===== config.mk =====
export PLATFORM = sky130hd
export DESIGN_NAME = sync_pkt_fifo
export DESIGN_NICKNAME = d
export VERILOG_FILES = /design/src/rtl/sync_pkt_fifo_pkg.sv /design/src/rtl/sync_pkt_fifo_ram.sv /design/src/rtl/sync_pkt_fifo.sv
export SDC_FILE = /design/constraint.sdc
export NUM_CORES = 2
export LEC_CHECK = 0
export BUFFER_PORTS_ARGS = -buffer_cell sky130_fd_sc_hd__buf_2
export CORE_MARGIN = 8
export CORE_UTILIZATION = 45
export CTS_CLUSTER_DIAMETER = 200
export DETAILED_ROUTE_END_ITERATION = 8
export PLACE_DENSITY_LB_ADDON = 0.08
export SYNTH_ARGS = -nofsm -noshare
export SYNTH_HDL_FRONTEND = slang
export SYNTH_MEMORY_MAX_BITS = 65536
export SYNTH_SLANG_ARGS = --single-unit

===== constraint.sdc =====
create_clock -name clk_i -period 8.95 [get_ports clk_i]
set_input_delay 0.895 -clock clk_i [delete_from_list [all_inputs] [get_ports clk_i]]
set_output_delay 0.895 -clock clk_i [all_outputs]
set_load 0.01 [all_outputs]

===== src/rtl/sync_pkt_fifo_pkg.sv =====
// Shared types and constants for the packet FIFO.
//   wr_state_e     : write-side state (ACCEPT / DROP)
//   DROP_CNT_WIDTH : width of the dropped-packet counter
//   sat_inc        : saturating increment for the drop counter
package sync_pkt_fifo_pkg;

    localparam int DROP_CNT_WIDTH = 16;

    typedef enum logic {
        ACCEPT = 1'b0,
        DROP   = 1'b1
    } wr_state_e;

    function automatic logic [DROP_CNT_WIDTH-1:0] sat_inc(input logic [DROP_CNT_WIDTH-1:0] v);
        return (v == '1) ? v : v + 1'b1;
    endfunction

endpackage


===== src/rtl/sync_pkt_fifo_ram.sv =====
// Simple dual-port RAM, single clock, registered read.
//   clk_i      : clock
//   wr_i       : write enable; wr_addr_i / wr_data_i give location and word
//   rd_i       : read enable; data_rd_o updates the cycle after, holds otherwise
//   rd_addr_i  : read location
//   data_rd_o  : registered read data
module sdp_1clk_ram
    import sync_pkt_fifo_pkg::*;
#(
    parameter int P_WIDTH      = 33,
    parameter int P_ADDR_WIDTH = 7
) (
    input  logic                    clk_i,
    input  logic                    wr_i,
    input  logic [P_ADDR_WIDTH-1:0] wr_addr_i,
    input  logic [P_WIDTH-1:0]      wr_data_i,
    input  logic                    rd_i,
    input  logic [P_ADDR_WIDTH-1:0] rd_addr_i,
    output logic [P_WIDTH-1:0]      data_rd_o
);

    logic [P_WIDTH-1:0] mem_q [2**P_ADDR_WIDTH];
    logic [P_WIDTH-1:0] rd_data_q;

    always_ff @(posedge clk_i) begin
        if (wr_i) begin
            mem_q[wr_addr_i] <= wr_data_i;
        end
        if (rd_i) begin
            rd_data_q <= mem_q[rd_addr_i];
        end
    end

    assign data_rd_o = rd_data_q;

endmodule


===== src/rtl/sync_pkt_fifo.sv =====
// Packet FIFO: words become readable only once their packet's eop is written.
// Packets that overflow, or that are aborted, are rolled back out of the RAM.
//
//   clk_i, rstn_i              : clock, async active-low reset
//   wr_i, data_i, eop_i        : write side; eop_i marks the last word
//   abort_i                    : discard the packet in progress (wins over wr_i)
//   rd_valid_o, rd_ready_i     : read handshake; data_o / eop_o the word
//   fill_level_o               : words in RAM, committed plus uncommitted
//   empty_o, full_o, almost_full_o : status flags
//   drop_cnt_o                 : saturating count of dropped packets
//
// Write state | meaning
// ACCEPT      | storing words of the current packet
// DROP        | packet overflowed; ignore words until its eop
module sync_pkt_fifo
    import sync_pkt_fifo_pkg::*;
#(
    parameter int P_DATA_WIDTH   = 32,
    parameter int P_ADDR_WIDTH   = 7,
    parameter int P_AFULL_THRESH = 2**P_ADDR_WIDTH - 16
) (
    input  logic                      clk_i,
    input  logic                      rstn_i,
    input  logic                      wr_i,
    input  logic [P_DATA_WIDTH-1:0]   data_i,
    input  logic                      eop_i,
    input  logic                      abort_i,
    output logic                      rd_valid_o,
    input  logic                      rd_ready_i,
    output logic [P_DATA_WIDTH-1:0]   data_o,
    output logic                      eop_o,
    output logic [P_ADDR_WIDTH:0]     fill_level_o,
    output logic                      empty_o,
    output logic                      full_o,
    output logic                      almost_full_o,
    output logic [DROP_CNT_WIDTH-1:0] drop_cnt_o
);

    localparam int                  L_RAM_W = P_DATA_WIDTH + 1;
    localparam logic [P_ADDR_WIDTH:0] L_DEPTH = {1'b1, {P_ADDR_WIDTH{1'b0}}};
    localparam logic [P_ADDR_WIDTH:0] L_AFULL = P_AFULL_THRESH[P_ADDR_WIDTH:0];

    wr_state_e                 state_q, state_d;
    logic [P_ADDR_WIDTH:0]     wr_ptr_q, wr_ptr_d;
    logic [P_ADDR_WIDTH:0]     commit_ptr_q, commit_ptr_d;
    logic [P_ADDR_WIDTH:0]     rd_ptr_q, rd_ptr_d;
    logic [DROP_CNT_WIDTH-1:0] drop_cnt_q, drop_cnt_d;
    logic                      rd_valid_q, rd_valid_d;

    logic                      ram_wr;
    logic                      rd_issue;
    logic [P_ADDR_WIDTH:0]     fill;
    logic [L_RAM_W-1:0]        ram_rd_data;

    // Flags come from registered pointers only, so a read in the same cycle
    // as a write at full cannot free the slot for that write.
    assign fill          = wr_ptr_q - rd_ptr_q;
    assign full_o        = (fill == L_DEPTH);
    assign empty_o       = (commit_ptr_q == rd_ptr_q);
    assign almost_full_o = (fill >= L_AFULL);
    assign fill_level_o  = fill;
    assign drop_cnt_o    = drop_cnt_q;

    // Prefetch into the output register whenever it is empty or draining.
    assign rd_issue   = ~empty_o & (~rd_valid_q | rd_ready_i);
    assign rd_ptr_d   = rd_ptr_q + {{P_ADDR_WIDTH{1'b0}}, rd_issue};
    assign rd_valid_d = rd_issue | (rd_valid_q & ~rd_ready_i);

    always_comb begin
        state_d      = state_q;
        wr_ptr_d     = wr_ptr_q;
        commit_ptr_d = commit_ptr_q;
        drop_cnt_d   = drop_cnt_q;
        ram_wr       = 1'b0;

        if (abort_i) begin
            wr_ptr_d = commit_ptr_q;
            state_d  = ACCEPT;
        end else begin
            case (state_q)
                ACCEPT: begin
                    if (wr_i && !full_o) begin
                        ram_wr   = 1'b1;
                        wr_ptr_d = wr_ptr_q + 1'b1;
                        if (eop_i) begin
                            commit_ptr_d = wr_ptr_q + 1'b1;
                        end
                    end else if (wr_i) begin
                        // Overflow: the whole packet goes, not just this word.
                        wr_ptr_d = commit_ptr_q;
                        if (eop_i) begin
                            drop_cnt_d = sat_inc(drop_cnt_q);
                        end else begin
                            state_d = DROP;
                        end
                    end
                end
                DROP: begin
                    if (wr_i && eop_i) begin
                        drop_cnt_d = sat_inc(drop_cnt_q);
                        state_d    = ACCEPT;
                    end
                end
                default: state_d = ACCEPT;
            endcase
        end
    end

    always_ff @(posedge clk_i or negedge rstn_i) begin
        if (!rstn_i) begin
            state_q      <= ACCEPT;
            wr_ptr_q     <= '0;
            commit_ptr_q <= '0;
            rd_ptr_q     <= '0;
            drop_cnt_q   <= '0;
            rd_valid_q   <= 1'b0;
        end else begin
            state_q      <= state_d;
            wr_ptr_q     <= wr_ptr_d;
            commit_ptr_q <= commit_ptr_d;
            rd_ptr_q     <= rd_ptr_d;
            drop_cnt_q   <= drop_cnt_d;
            rd_valid_q   <= rd_valid_d;
        end
    end

    assign rd_valid_o = rd_valid_q;

    sdp_1clk_ram #(
        .P_WIDTH      (L_RAM_W),
        .P_ADDR_WIDTH (P_ADDR_WIDTH)
    ) u_ram (
        .clk_i     (clk_i),
        .wr_i      (ram_wr),
        .wr_addr_i (wr_ptr_q[P_ADDR_WIDTH-1:0]),
        .wr_data_i ({eop_i, data_i}),
        .rd_i      (rd_issue),
        .rd_addr_i (rd_ptr_q[P_ADDR_WIDTH-1:0]),
        .data_rd_o (ram_rd_data)
    );

    assign data_o = ram_rd_data[P_DATA_WIDTH-1:0];
    assign eop_o  = ram_rd_data[P_DATA_WIDTH];

endmodule


Word-level counts from Yosys, hierarchy flattened:

Memory sizes are Yosys's and may differ from the RTL's. A register that Yosys moved wholly into a read port is not among the register bits.
Index checks and enable logic that the tools add are counted.

* bits in registers: 42
* RAM bits: 4224
* bits of input ports: 38
* memories kept: 1

* add/subtract/negate cells: 4
* magnitude comparators: 1
* equality and inequality tests: 8
* muxes and demuxes: 21
* bitwise logic cells: 9
* reductions and logical operators: 7

Memory list
* u_ram.mem_q: words 128, bits a word 33, read ports 1, clocked after memory_dff 1, write ports 1, RTL line sync_pkt_fifo_ram.sv:22 `logic [P_WIDTH-1:0] mem_q [2**P_ADDR_WIDTH];`

Operator list (number)
* 16-bit 2-to-1 mux: 5
* 8-bit 2-to-1 mux: 4
* 16-bit case mux with 2 select lines: 1
* 16-bit by 1-bit adder with 16-bit output (second input constant): 1
* 16-bit == test (second input constant): 1
* 1-bit 2-to-1 mux: 10
* 8-bit by 1-bit adder with 8-bit output: 1
* 8-bit by 1-bit adder with 8-bit output (second input constant): 1
* 8-bit == test: 1
* 8-bit == test (second input constant): 1
* 8-bit by 7-bit greater-or-equal comparator with 1-bit output (second input constant): 1
* 2-bit != test (second input constant): 4
* 8-bit subtractor: 1
* 1-bit inverter: 5
* 5-bit AND reduction: 1
* 4-bit AND reduction: 1
* 3-bit nonzero test: 1
* 1-bit AND: 2
* 1-bit logical AND: 2
* 2-bit by 1-bit != test with 1-bit output (second input constant): 1
* 1-bit OR: 2
* 1-bit case mux with 2 select lines: 1
* 2-bit AND reduction: 1
* 1-bit logical NOT: 1

Logic depth before layout (Yosys ltp):

* word-level depth: 9
* depth in mapped cells: 16

By module:

Synthesis repeated with hierarchy kept, for this count alone.

* cells, all modules: 6450
* area, all modules: 164260.0 um2

By module, submodules not included
* sdp_1clk_ram: times used 1, cells each 6171, area each 161461.1 um2, seq. area each 127832.6 um2
* sync_pkt_fifo: times used 1, cells each 279, area each 2798.9 um2, seq. area each 1051.0 um2

Least setup slack after synthesis:

OpenSTA, ideal clock, no wires.

* kind: reg-to-reg
* from: register rd_ptr_q[2]
* to: memory u_ram.mem_q[112][0], enable pin
* library setup time: 0.507 ns
* arrival time: 6.306 ns
* required time: 8.443 ns
* setup slack: 2.137 ns
* stages on the path, launching flop included: 17
* buffers on the path: 7
* clock period less this slack: 6.813 ns
* cell sequence: dfrtp_1 -> buf_2 -> inv_2 -> buf_4 -> buf_4 -> buf_2 -> buf_2 -> ha_1 -> a21oi_1 -> a21boi_0 -> o221ai_1 -> a31oi_1 -> nand3_1 -> nand2_1 -> buf_2 -> buf_2 -> nor4_1

* longest elaborated chain between the ends: 9

RTL lines
* from (decl): RTL line sync_pkt_fifo.sv:46 `logic [P_ADDR_WIDTH:0] rd_ptr_q, rd_ptr_d;`
* from (signal assigned): RTL line sync_pkt_fifo.sv:121 `rd_ptr_q <= rd_ptr_d;`
* 8-bit subtractor: RTL line sync_pkt_fifo.sv:57 `assign fill = wr_ptr_q - rd_ptr_q;`
* 8-bit == test: RTL line sync_pkt_fifo.sv:58 `assign full_o = (fill == L_DEPTH);`
* 1-bit logical NOT: RTL line sync_pkt_fifo.sv:82 `if (wr_i && !full_o) begin`
* 1-bit logical AND: RTL line sync_pkt_fifo.sv:82
* 1-bit 2-to-1 mux: RTL line sync_pkt_fifo.sv:82
* 1-bit 2-to-1 mux: RTL line sync_pkt_fifo.sv:80 `case (state_q)`
* 1-bit 2-to-1 mux: RTL line sync_pkt_fifo.sv:76 `if (abort_i) begin`
* 1-bit 2-to-1 mux: RTL line sync_pkt_fifo_ram.sv:26 `if (wr_i) begin`
* 1-bit 2-to-1 mux (implied by the code): RTL line sync_pkt_fifo_ram.sv:27 `mem_q[wr_addr_i] <= wr_data_i;`
* to (decl): RTL line sync_pkt_fifo_ram.sv:22

No other way between the ends.

Worst setup path after layout:

* from: register rd_ptr_q[1]
* to: register u_ram.rd_data_q[31], in the netlist u_ram.data_rd_o[31] (read register of u_ram.mem_q) (data pin)

* longest elaborated chain between the ends: 3

RTL lines
* 8-bit == test: RTL line sync_pkt_fifo.sv:59 `assign empty_o = (commit_ptr_q == rd_ptr_q);`
* 1-bit inverter: RTL line sync_pkt_fifo.sv:65 `assign rd_issue = ~empty_o & (~rd_valid_q | rd_ready_i);`
* 1-bit AND: RTL line sync_pkt_fifo.sv:65
* to (decl): RTL line sync_pkt_fifo_ram.sv:23 `logic [P_WIDTH-1:0] rd_data_q;`

Several ways; a longest one is shown, not always the timed one.
A chain may end at the register's enable or synchronous reset.

==> summary.md <==
| Metric | Value |
|---|---|
| Final setup vio count | `0` |
| Vias in the first global route | `81600` |
| Main synth FF type | `edfxtp_1` |
| # port buffers | `98` |
| I/O pins | `99` |
| Critical Path AT | `6.35 ns` |
| WL per Instance | `38.55 um` |
| Total global routing overflow | `0` |
| Core Util, Final | `51.23%` |
| Final ANT Viol Nets | `0` |
| Tot Pwr | `58.94 mW` |
| Root Driver | `clkbuf_16` |
| Slew of the pin with the lowest slew margin | `1.427 ns` |
| Clock-pin slew on the worst setup and hold paths | `0.06 ns` |
| Crit. End Element | `flip-flop` |
| Final nets | `7813` |
| Cell Chain, Critical Path | `buf_4, buf_12, buf_4, mux4_2, mux4_2, nand2_1, a21oi_1, nor4_1, a21oi_1` |
| TritonCTS Buffers | `443` |
| Clk Latency, worst-skew pair | `0.97 ns` |
| Die W | `622.4 um` |
| XOR/XNOR Fraction of Synth Area | `0.2011%` |
| Max cap viols | `0` |
| Pwr dens | `314.5 mW/mm^2` |
| CTS tree | `yes` |
| Setup TNS | `0 ns` |
| Final worst setup slack | `3.274 ns` |
| CP delay by family, top | `buffers and inverters` |
| Post-route DRC violation count | `0` |
| Setup slack at placement | `3.336 ns` |
| Core Rows | `222` |
| Max-slew violations | `0` |
| Adder-Cell Fraction of Synth Area | `0.09527%` |
| Static Leakage | `58.88 nW` |
| Largest net degree at the start of global routing | `127` |
| Post-synthesis sequential area ratio | `77.89%` |
| CP max-delay cell | `nor4_1` |
| Post-CTS Hold Buffers | `0` |
| Biggest area consumer among synthesized cells | `edfxtp_1` |
| Number of synthesized flops with an enable pin | `4257` |
| Synthesized area | `0.1655 mm^2` |
| Yosys warnings | `0` |
| Largest family of logic cells by synthesized area | `multiplexers` |
| Tmin final | `5.676 ns` |
| DR vias | `81390` |
| Postcts setup bufs | `0` |
| Type of origin of the critical path | `flip-flop` |
| DRT Wirelength | `499.5 mm` |
| Synth Area in Compound Gates | `2.253%` |
| Final period util | `63.42%` |
| Synthesized netlist cell count | `7334` |
| Die area | `0.3874 mm^2` |
| DRT iter0 DRCs | `10440` |
| Core footprint | `0.3658 mm^2` |
| Syn_area_per_cell | `22.56 um^2` |
| Outcome | `finished, final reports clean` |
| Initial antenna violation count | `37` |
| Mapped Nets | `7384` |
| RSZ-0062 raised after global routing | `false` |
| Mux cell area share after synthesis | `16.55%` |
| Synth area leaders | `edfxtp_1, mux4_2, mux2i_1` |
| Chip height | `622.4 um` |
| Starting Density | `45.23%` |
| GP Congestion | `0.8322` |
| Fmax | `176.2 MHz` |
| H-Tree Depth | `5` |
| Crit Path Class | `reg -> reg` |
| Maximum VDD drop | `0.2904 mV` |
| Simple-Gate Fraction of Synth Area | `1.513%` |
| PostCTS Resize Cnt | `0` |
| Dpl hpwl | `276.3 mm` |
| Clock tree buffer depth | `4` |
| Critical path buffers and inverters | `3` |
| Layout cells sized above 1 | `27.36%` |
| Slew headroom | `4.448%` |
| Cell with the most instances after synthesis | `edfxtp_1` |
| Synth async-reset ratio | `0.9770%` |
| Global-route wire length before repair | `682.6 mm` |
| Final hold vios | `0` |
| GRT Overall Usage | `25.23%` |
| Area Growth Syn to Fin | `13.26%` |
| Fill cells | `28560` |
| Required @ worst endpoint | `9.62 ns` |
| Top cell type's share of synthesized area | `77.25%` |
| Critical Path Fanout Max | `126` |
| Clock sinks | `4299` |
| Flops & latches, synth | `4299` |
| Slowest stage delay, CP | `0.89 ns` |
| TritonRoute pass-1 iters | `5` |
| Vias per inst | `6.281` |
| Clk_skew | `0.03260 ns` |
| Min-Delay Path Class | `in -> async` |
| Synth unique cells | `67` |
| Fin Hold WS | `0.1174 ns` |
| Post-synth top cells | `edfxtp_1, mux4_2, mux2i_1` |
-- report_power, final --
part           leakage (nW)  switching (mW)  internal [mW]
registers              38.8           0.427           22.6
logic                  13.2            11.2           6.60
clock network          6.92            7.64           10.5
-- stage by stage --
step | instance area, um^2 | instances
after global routing | 187400 | 12950
final | 187400 | 12960
after CTS | 187400 | 12950
after global placement | 173200 | 12130
after floorplan | 165500 | 7334
after detailed placement | 173200 | 12130
-- cell usage in the layout, fill, tap and decap left out, drive strengths merged, types with 23 or more instances in the layout --
cell type	netlist	layout
edfxtp	4257	4257
nand3	38	38
mux2i	375	375
inv	16	26
o221ai	62	62
dfrtp	42	42
mux4	1039	1039
nor2	138	138
o22ai	69	69
a21oi	100	100
a221oi	45	45
clkbuf	152	550
nand2	236	236
o21ai	105	105
buf	272	408
a31oi	30	30
a211oi	39	39
nor4	70	70
o211ai	23	23
nor3	27	27
bufinv	0	43
clkinv	2	202
-- routing by layer --
layer | GRT usage [%] | wire [um] | share of wire [%]
met1 | 36.31 | 208200 | 42
met2 | 39.74 | 234500 | 47
met3 | 4.488 | 39850 | 8.0
met4 | 7.547 | 16880 | 3.4
met5 | 0 | 68 | 0.014
-- area by class of cell --
cell class,instances,area (um^2),share of cell area (%)
sequential,4299,128900,68.78
multi-input combinational,2593,35080,18.72
clock buffer,550,11740,6.262
tap,4816,6026,3.215
timing repair buffer,408,3113,1.661
clock inverter,261,2437,1.300
inverter,18,82.58,0.04406
antenna,13,32.53,0.01736
-- path summary, 6_finish.rpt --
kind                                             from                       endpoint  cells after the start  slack, ns
setup / recovery                rd_ptr_q[1]$_DFF_PN0_  u_ram.data_rd_o[31]$_DFFE_PP_                      9       3.27
min in group clk_i                         rd_ready_i           rd_valid_o$_DFF_PN0_                      2       0.14
hold / removal                                 rstn_i      drop_cnt_o[2]$_DFFE_PN0P_                      2       0.12
hold reg to reg            drop_cnt_o[10]$_DFFE_PN0P_     drop_cnt_o[10]$_DFFE_PN0P_                      1       0.49
setup reg to reg                rd_ptr_q[1]$_DFF_PN0_  u_ram.data_rd_o[31]$_DFFE_PP_                      9       3.27
max in group asynchronous                      rstn_i          rd_ptr_q[1]$_DFF_PN0_                      2       8.19
-- kinds of logic (layout without fill, tap and decap cells) --
| kind of cell | count (synthesis) | count (layout) |
|---|---|---|
| flops | 4299 | 4299 |
| mux | 1434 | 1434 |
| simple gates | 559 | 559 |
| compound gates | 550 | 550 |
| buf+inv | 442 | 1237 |
| xor+xnor | 38 | 38 |
| fa+ha+maj | 12 | 12 |
| other cells | 0 | 13 |
-- flip-flops by register name, indices dropped and copies added (netlist names) --
signal and count:
wr_ptr_q 8, state_q 1, rd_ptr_q 8, u_ram.mem_q 4224
drop_cnt_o 16, commit_ptr_q 8, rd_valid_o 1, u_ram.data_rd_o 33
Note: power is estimated with default switching activity, not from simulation.
